==> config.mk <==
export PLATFORM = sky130hd
export DESIGN_NAME = dualmem_req_bridge
export DESIGN_NICKNAME = d
export VERILOG_FILES = /design/src/rtl/dualmem_req_bridge.sv
export SDC_FILE = /design/constraint.sdc
export NUM_CORES = 1
export LEC_CHECK = 0
export BUFFER_PORTS_ARGS = -buffer_cell sky130_fd_sc_hd__buf_4
export CAP_MARGIN = 15
export CORE_MARGIN = 5
export CORE_UTILIZATION = 40
export CTS_BUF_LIST = sky130_fd_sc_hd__clkbuf_8
export CTS_CLUSTER_DIAMETER = 30
export DETAILED_ROUTE_END_ITERATION = 10
export HOLD_SLACK_MARGIN = 0.08
export PLACE_DENSITY = 0.65
export SKIP_LAST_GASP = 1
export SLEW_MARGIN = 15
export SYNTH_ARGS = -nofsm -noshare
export SYNTH_HDL_FRONTEND = slang
export SYNTH_SLANG_ARGS = --single-unit
==> constraint.sdc <==
create_clock -name clk -period 4.79 [get_ports clk]
set_clock_uncertainty 0.05 [all_clocks]
set_input_delay 0.7185 -clock clk [delete_from_list [all_inputs] [get_ports clk]]
set_output_delay 0.7185 -clock clk [all_outputs]
set_load 0.01 [all_outputs]
==> src/rtl/dualmem_req_bridge.sv <==
// dualmem_req_bridge
//   Valid/ready front end for one port of the 64-bit x 2048-word dual-port BRAM.
//   Byte-addressed requests become a word address plus per-byte enables for the
//   RAM. Read data (registered inside the RAM) goes into a 2-entry response
//   FIFO so the master can stall. Accesses outside the window get an error
//   response and do not touch the RAM.
//
//   Build option: DUALMEM_BRIDGE_WRITE_RSP_EN
//     defined   - every accepted write produces a response (rdata=0).
//     undefined - in-window writes are posted: no response, no credit used.
//                 Out-of-window writes still produce an err=1 response.
//
// Ports
//   clk, rstn                  clock, asynchronous active-low reset
//   req_valid/req_ready        request handshake
//   req_we, req_addr,          request: write flag, byte address,
//   req_wdata, req_be          write data and byte strobes
//   rsp_valid/rsp_ready        response handshake
//   rsp_rdata, rsp_err         response data (0 for writes/errors), error flag
//   mem_en, mem_we             RAM per-byte enable and write enable
//   mem_addr, mem_wdata        RAM word address and write data
//   mem_rdata                  RAM read data, valid one cycle after a read

module dualmem_req_bridge #(
    parameter int unsigned       ADDR_W    = 32,
    parameter logic [ADDR_W-1:0] BASE_ADDR = '0,
    parameter int unsigned       WIN_BYTES = 16384
) (
    input  logic              clk,
    input  logic              rstn,
    input  logic              req_valid,
    output logic              req_ready,
    input  logic              req_we,
    input  logic [ADDR_W-1:0] req_addr,
    input  logic [63:0]       req_wdata,
    input  logic [7:0]        req_be,
    output logic              rsp_valid,
    input  logic              rsp_ready,
    output logic [63:0]       rsp_rdata,
    output logic              rsp_err,
    output logic [7:0]        mem_en,
    output logic [7:0]        mem_we,
    output logic [10:0]       mem_addr,
    output logic [63:0]       mem_wdata,
    input  logic [63:0]       mem_rdata
);

`ifdef DUALMEM_BRIDGE_WRITE_RSP_EN
    localparam logic WriteRsp = 1'b1;
`else
    localparam logic WriteRsp = 1'b0;
`endif

    localparam logic [ADDR_W-1:0] WinLimit = ADDR_W'(WIN_BYTES);

    logic [ADDR_W-1:0] diff;
    logic              in_win;
    logic              accept;
    logic              needs_rsp;
    logic              push;
    logic              pop;
    logic [2:0]        owed;
    logic [63:0]       push_data;

    // Response slot for the request accepted last cycle.
    logic              inflight_q;
    logic              pend_err_q;
    logic              pend_rd_q;

    // Held RAM address/data while no request is accepted.
    logic [10:0]       addr_q;
    logic [63:0]       wdata_q;

    logic [63:0]       fifo_data_q [2];
    logic              fifo_err_q  [2];
    logic              wptr_q;
    logic              rptr_q;
    logic [1:0]        count_q;
    logic [1:0]        count_d;

    // Modulo subtraction: addresses below BASE_ADDR wrap high and fail the compare.
    assign diff      = req_addr - BASE_ADDR;
    assign in_win    = diff < WinLimit;
    assign needs_rsp = ~req_we | ~in_win | WriteRsp;

    assign push = inflight_q;
    assign pop  = rsp_valid & rsp_ready;

    // Credits owed after this cycle's pop. Counting the pop keeps a full
    // 1/cycle stream flowing; the FIFO still never sees a push when full.
    always_comb begin
        owed = {1'b0, count_q} + {2'b00, inflight_q} - {2'b00, pop};
    end

    assign req_ready = rstn & (owed < 3'd2);
    assign accept    = req_valid & req_ready;

    always_comb begin
        mem_en    = '0;
        mem_we    = '0;
        mem_addr  = addr_q;
        mem_wdata = wdata_q;
        if (accept) begin
            mem_addr = diff[13:3];
            if (req_we) begin
                mem_wdata = req_wdata;
            end
            if (in_win) begin
                if (req_we) begin
                    mem_en = req_be;
                    mem_we = req_be;
                end else begin
                    mem_en = 8'hFF;
                end
            end
        end
    end

    always_ff @(posedge clk or negedge rstn) begin
        if (!rstn) begin
            inflight_q <= 1'b0;
            pend_err_q <= 1'b0;
            pend_rd_q  <= 1'b0;
            addr_q     <= '0;
            wdata_q    <= '0;
        end else begin
            inflight_q <= accept & needs_rsp;
            addr_q     <= mem_addr;
            wdata_q    <= mem_wdata;
            if (accept) begin
                pend_err_q <= ~in_win;
                pend_rd_q  <= ~req_we & in_win;
            end
        end
    end

    // Only in-window reads take RAM data; writes and errors return zero.
    assign push_data = pend_rd_q ? mem_rdata : '0;

    always_comb begin
        count_d = count_q;
        unique case ({push, pop})
            2'b10:   count_d = count_q + 2'd1;
            2'b01:   count_d = count_q - 2'd1;
            default: count_d = count_q;
        endcase
    end

    always_ff @(posedge clk or negedge rstn) begin
        if (!rstn) begin
            fifo_data_q[0] <= '0;
            fifo_data_q[1] <= '0;
            fifo_err_q[0]  <= 1'b0;
            fifo_err_q[1]  <= 1'b0;
            wptr_q         <= 1'b0;
            rptr_q         <= 1'b0;
            count_q        <= '0;
        end else begin
            if (push) begin
                fifo_data_q[wptr_q] <= push_data;
                fifo_err_q[wptr_q]  <= pend_err_q;
                wptr_q              <= ~wptr_q;
            end
            if (pop) begin
                rptr_q <= ~rptr_q;
            end
            count_q <= count_d;
        end
    end

    assign rsp_valid = (count_q != 2'd0);
    assign rsp_rdata = rsp_valid ? fifo_data_q[rptr_q] : '0;
    assign rsp_err   = rsp_valid & fifo_err_q[rptr_q];

endmodule

==> impl_summary.log <==
INFO  metric placed_cell_area = 0.0118 mm2
INFO  metric first_pass_grt_wire_length = between 40 and 50 mm
INFO  metric die_height = around 160 um
INFO  metric number_of_cts_inserted_buffers = 45
INFO  metric synthDistinctLibCells = 32
INFO  metric cts_max_level = 2
INFO  metric power.share.sequential = between 30% and 40%
INFO  metric postLayoutCellArea = roughly 0.013 mm2
INFO  metric cap_violations = 0
INFO  metric dr_total_vias = ~7400
INFO  metric synth_area = slightly above 0.009 mm2
INFO  metric synthDominantAreaCellType = sky130_fd_sc_hd__dfrtp_1
INFO  metric port_buffers = 327
INFO  metric die_width = ~160 um
INFO  metric standard_cell_rows = 55
INFO  metric timing_hold_violations_final = 0
INFO  metric cts_setup_buffers = 0
INFO  metric timing.rr.start = count_q[1]$_DFFE_PN0P_
INFO  metric finalWeightedCongestion = a little over 0.8
INFO  metric clock.fmax = between 200 and 250 MHz
INFO  metric layout_min_cycle_time = 4290 ps
INFO  metric criticalPathCategory = reg2out
INFO  metric total_leakage_power = about 6.2 nW
INFO  metric synth_fa_ha_area_share = less than 1%
INFO  metric min_period_over_period = between 80% and 90%
INFO  metric synthSimpleGateAreaFrac = a little over an eighth
INFO  metric pwr_dens = 479 mW/mm2
INFO  metric slew_viol_final = 0
INFO  metric grt_start_max_net_pins = 85
INFO  metric tns = 0 ps
INFO  metric grt_overflow_total = 0
INFO  metric drc = 0
INFO  metric average_routed_wire_per_standard_cell = 17.5 um
INFO  metric routed_via_density = 4.88
INFO  metric switching_share = just under 30%
INFO  metric design.core.area = about 0.023 mm2
INFO  metric cp_max_fo = 13
INFO  metric arrival = ~3500 ps
INFO  metric count_of_pins_on_the_block_boundary = roughly 330
INFO  metric most_common_cell_after_layout_fill_and_taps_aside = sky130_fd_sc_hd__buf_4
INFO  metric synth-compound-area-share = roughly 7.8%
INFO  metric syn_avg_cell_area = about 11 um2
INFO  metric final_cell_mix = 336 x sky130_fd_sc_hd__buf_4, 210 x sky130_fd_sc_hd__dfrtp_1, 200 x sky130_fd_sc_hd__nand2_1, 129 x sky130_fd_sc_hd__o21ai_0, 69 x sky130_fd_sc_hd__nor2_1
INFO  metric cp-startpoint = count_q[1]$_DFFE_PN0P_
INFO  metric post_route_cells_drive_above_1_share = 40.1%
INFO  metric num-nets-final = roughly 1400
INFO  metric p_switching = between 1.5 and 2 mW
INFO  metric die_area = between 0.02 and 0.03 mm2
INFO  metric grt_antenna_before_repair = 1
INFO  metric global_route.usage.total = 20.0%
INFO  metric postSynthCellCount = ~870
INFO  metric layout-area-overhead-vs-synth = 40.9%
INFO  metric mappedNetlistNets = 1043
INFO  metric largest_family_of_logic_cells_by_synthesized_area = multiplexers
INFO  metric setup_viol = 0
INFO  metric synthDominantCellAreaShare = 57.9%
INFO  metric hold_path.class = in2async
INFO  metric cellInternalPower = approximately 4.3 mW
INFO  metric peakVddDrop = 0.000343 V
INFO  metric detail_route.wirelength = 26.5 mm
INFO  metric status = finished, final reports clean
INFO  metric report.power.total = ~6 mW
INFO  metric yosys_register_bits = around 210
INFO  metric synth_warnings = 0
INFO  metric dp.final_hpwl = approximately 19 mm
INFO  metric reg2reg_slack = between 1500 and 2000 ps
INFO  metric cts_tree = yes
INFO  metric synthXorXnorAreaFrac = 0.560%
INFO  metric transition_at_the_pin_with_the_smallest_max_transition_slack = a little under 1000 ps
INFO  metric top_area_cells_in_the_synthesized_netlist = sky130_fd_sc_hd__dfrtp_1 58%, sky130_fd_sc_hd__nand2_1 8.2%, sky130_fd_sc_hd__mux2_2 7.5%
INFO  metric cp-end-kind = output port
INFO  metric seq_area_frac_synth = between 50 and 60%
INFO  metric start_util = 40.6%
INFO  metric postCtsResizedCells = 0
INFO  metric firstDrtPassIters = 4
INFO  metric clockPowerShare = between 30% and 40%
INFO  metric worst_ep_required_time = ~4000 ps
INFO  metric slew_headroom = about a third
INFO  metric grt_pass1_vias = between 7000 and 8000
INFO  metric clock_latency = approximately 530 ps
INFO  metric comb_power_share = around a quarter
INFO  metric clock-root-buffer = sky130_fd_sc_hd__clkbuf_8
INFO  metric unrepaired_setup_endpoints_after_global_routing = false
INFO  metric ant_nets = 0
INFO  metric setup.worst_path.start_class = flip-flop
INFO  metric hold_bufs_at_cts = 0
INFO  metric cts.path.max_buffers = 3
INFO  metric detailedRoute.firstIterationViolations = between 300 and 400
INFO  metric clock_slew_at_reported_path_ffs = 60 ps
INFO  metric yosys-mux-area-fraction = about 17%
INFO  metric clock_sink_count = around 210
critical path: stages, from the launching register on:
cell and delay (ps):
sky130_fd_sc_hd__dfrtp_1 570, sky130_fd_sc_hd__and3b_1 280, sky130_fd_sc_hd__o21ai_0 130, sky130_fd_sc_hd__fa_1 460, sky130_fd_sc_hd__xnor2_2 300, sky130_fd_sc_hd__nand4_1 590
sky130_fd_sc_hd__a211oi_1 450, sky130_fd_sc_hd__buf_4 190
power groups by stage:
stage / registers, mW / logic (mW) / clock network (mW)
after floorplan: 2.20 / 0.995 / 0
after global placement: 2.35 / 1.64 / 0
after detailed placement: 2.37 / 1.65 / 0
after CTS: 2.34 / 1.66 / 2.26
after global routing: 2.37 / 1.80 / 2.36
final: 2.33 / 1.65 / 2.20
metal layers:
| metal | vias up | GRT usage, % | wire length [um] |
|---|---|---|---|
| met3 | 51 | 8.24 | 2520 |
| met1 | 3504 | 22.5 | 10200 |
| li1 | 3569 | - | - |
| met4 | 0 | 6.82 | 813 |
| met5 | - | 0 | 0 |
| met2 | 265 | 34.6 | 13000 |
kinds of logic (layout without fill, tap and decap cells):
kind of cell             after synthesis  in the layout
AND/OR/NAND/NOR                      302            302
flip-flops                           212            212
multiplexers                         143            143
AO/OA/AOI/OAI                        138            138
buffers and inverters                 68            426
XOR/XNOR                               5              5
adder cells (fa/ha/maj)                1              1
other                                  0              1
flip-flops by register name (all words and copies together) (netlist names):
name,count
addr_q,11
count_q,2
fifo_data_q,128
fifo_err_q,2
inflight_q,1
pend_err_q,1
pend_rd_q,1
rptr_q,1
wdata_q,64
wptr_q,1
area by class of cell:
type	instances	area, um2
fill	2052	9670
antenna	1	2.50
clock inverter	27	300
clock buffer	55	757
tap	285	357
sequential	212	5310
inverter	5	18.8
multi-input combinational	589	3580
timing repair buffer	339	2580
cell usage after synthesis:
cell and number:
sky130_fd_sc_hd__dfrtp_1 212, sky130_fd_sc_hd__nand2_1 201, sky130_fd_sc_hd__o21ai_0 129, sky130_fd_sc_hd__nor2_1 70, sky130_fd_sc_hd__mux2i_1 66, sky130_fd_sc_hd__mux2_2 61
sky130_fd_sc_hd__clkbuf_1 37, sky130_fd_sc_hd__buf_2 17, sky130_fd_sc_hd__mux2_4 10, sky130_fd_sc_hd__nor3_1 8, sky130_fd_sc_hd__nor4_1 8, sky130_fd_sc_hd__buf_1 6
sky130_fd_sc_hd__mux2_1 6, sky130_fd_sc_hd__inv_1 5, sky130_fd_sc_hd__nor2b_1 5, sky130_fd_sc_hd__a211oi_1 4, sky130_fd_sc_hd__buf_6 3, sky130_fd_sc_hd__nand3_1 3
sky130_fd_sc_hd__and3_1 2, sky130_fd_sc_hd__nand2b_1 2, sky130_fd_sc_hd__xnor2_1 2, sky130_fd_sc_hd__xor2_1 2, sky130_fd_sc_hd__a21oi_1 1, sky130_fd_sc_hd__and3b_1 1
sky130_fd_sc_hd__fa_1 1, sky130_fd_sc_hd__nand3_2 1, sky130_fd_sc_hd__nand4_1 1, sky130_fd_sc_hd__o21a_1 1, sky130_fd_sc_hd__o21ai_1 1, sky130_fd_sc_hd__o22a_1 1
sky130_fd_sc_hd__o41ai_1 1, sky130_fd_sc_hd__xnor2_2 1
path summary, 6_finish.rpt:
check,to,depth (start not counted)
max in group asynchronous,rptr_q$_DFFE_PN0P_,3
max reg2reg,wdata_q[0]$_DFF_PN0_,7
max,mem_en[7],7
min,fifo_data_q[83]$_DFFE_PN0P_,2
min reg2reg,fifo_data_q[37]$_DFFE_PN0P_,2
min in group clk,wdata_q[0]$_DFF_PN0_,2
stage by stage:
step                      setup WS [ps]  hold slack [ps]  instances  util (%)
after global placement              836              411       1429      52.4
after global routing                257              330       1513      57.2
after CTS                           472              327       1511      57.1
after floorplan                    1450              373        869         -
final                               500              356       1513      57.2
after detailed placement            825              419       1429      52.4
Power figures use the tool's default switching activity.
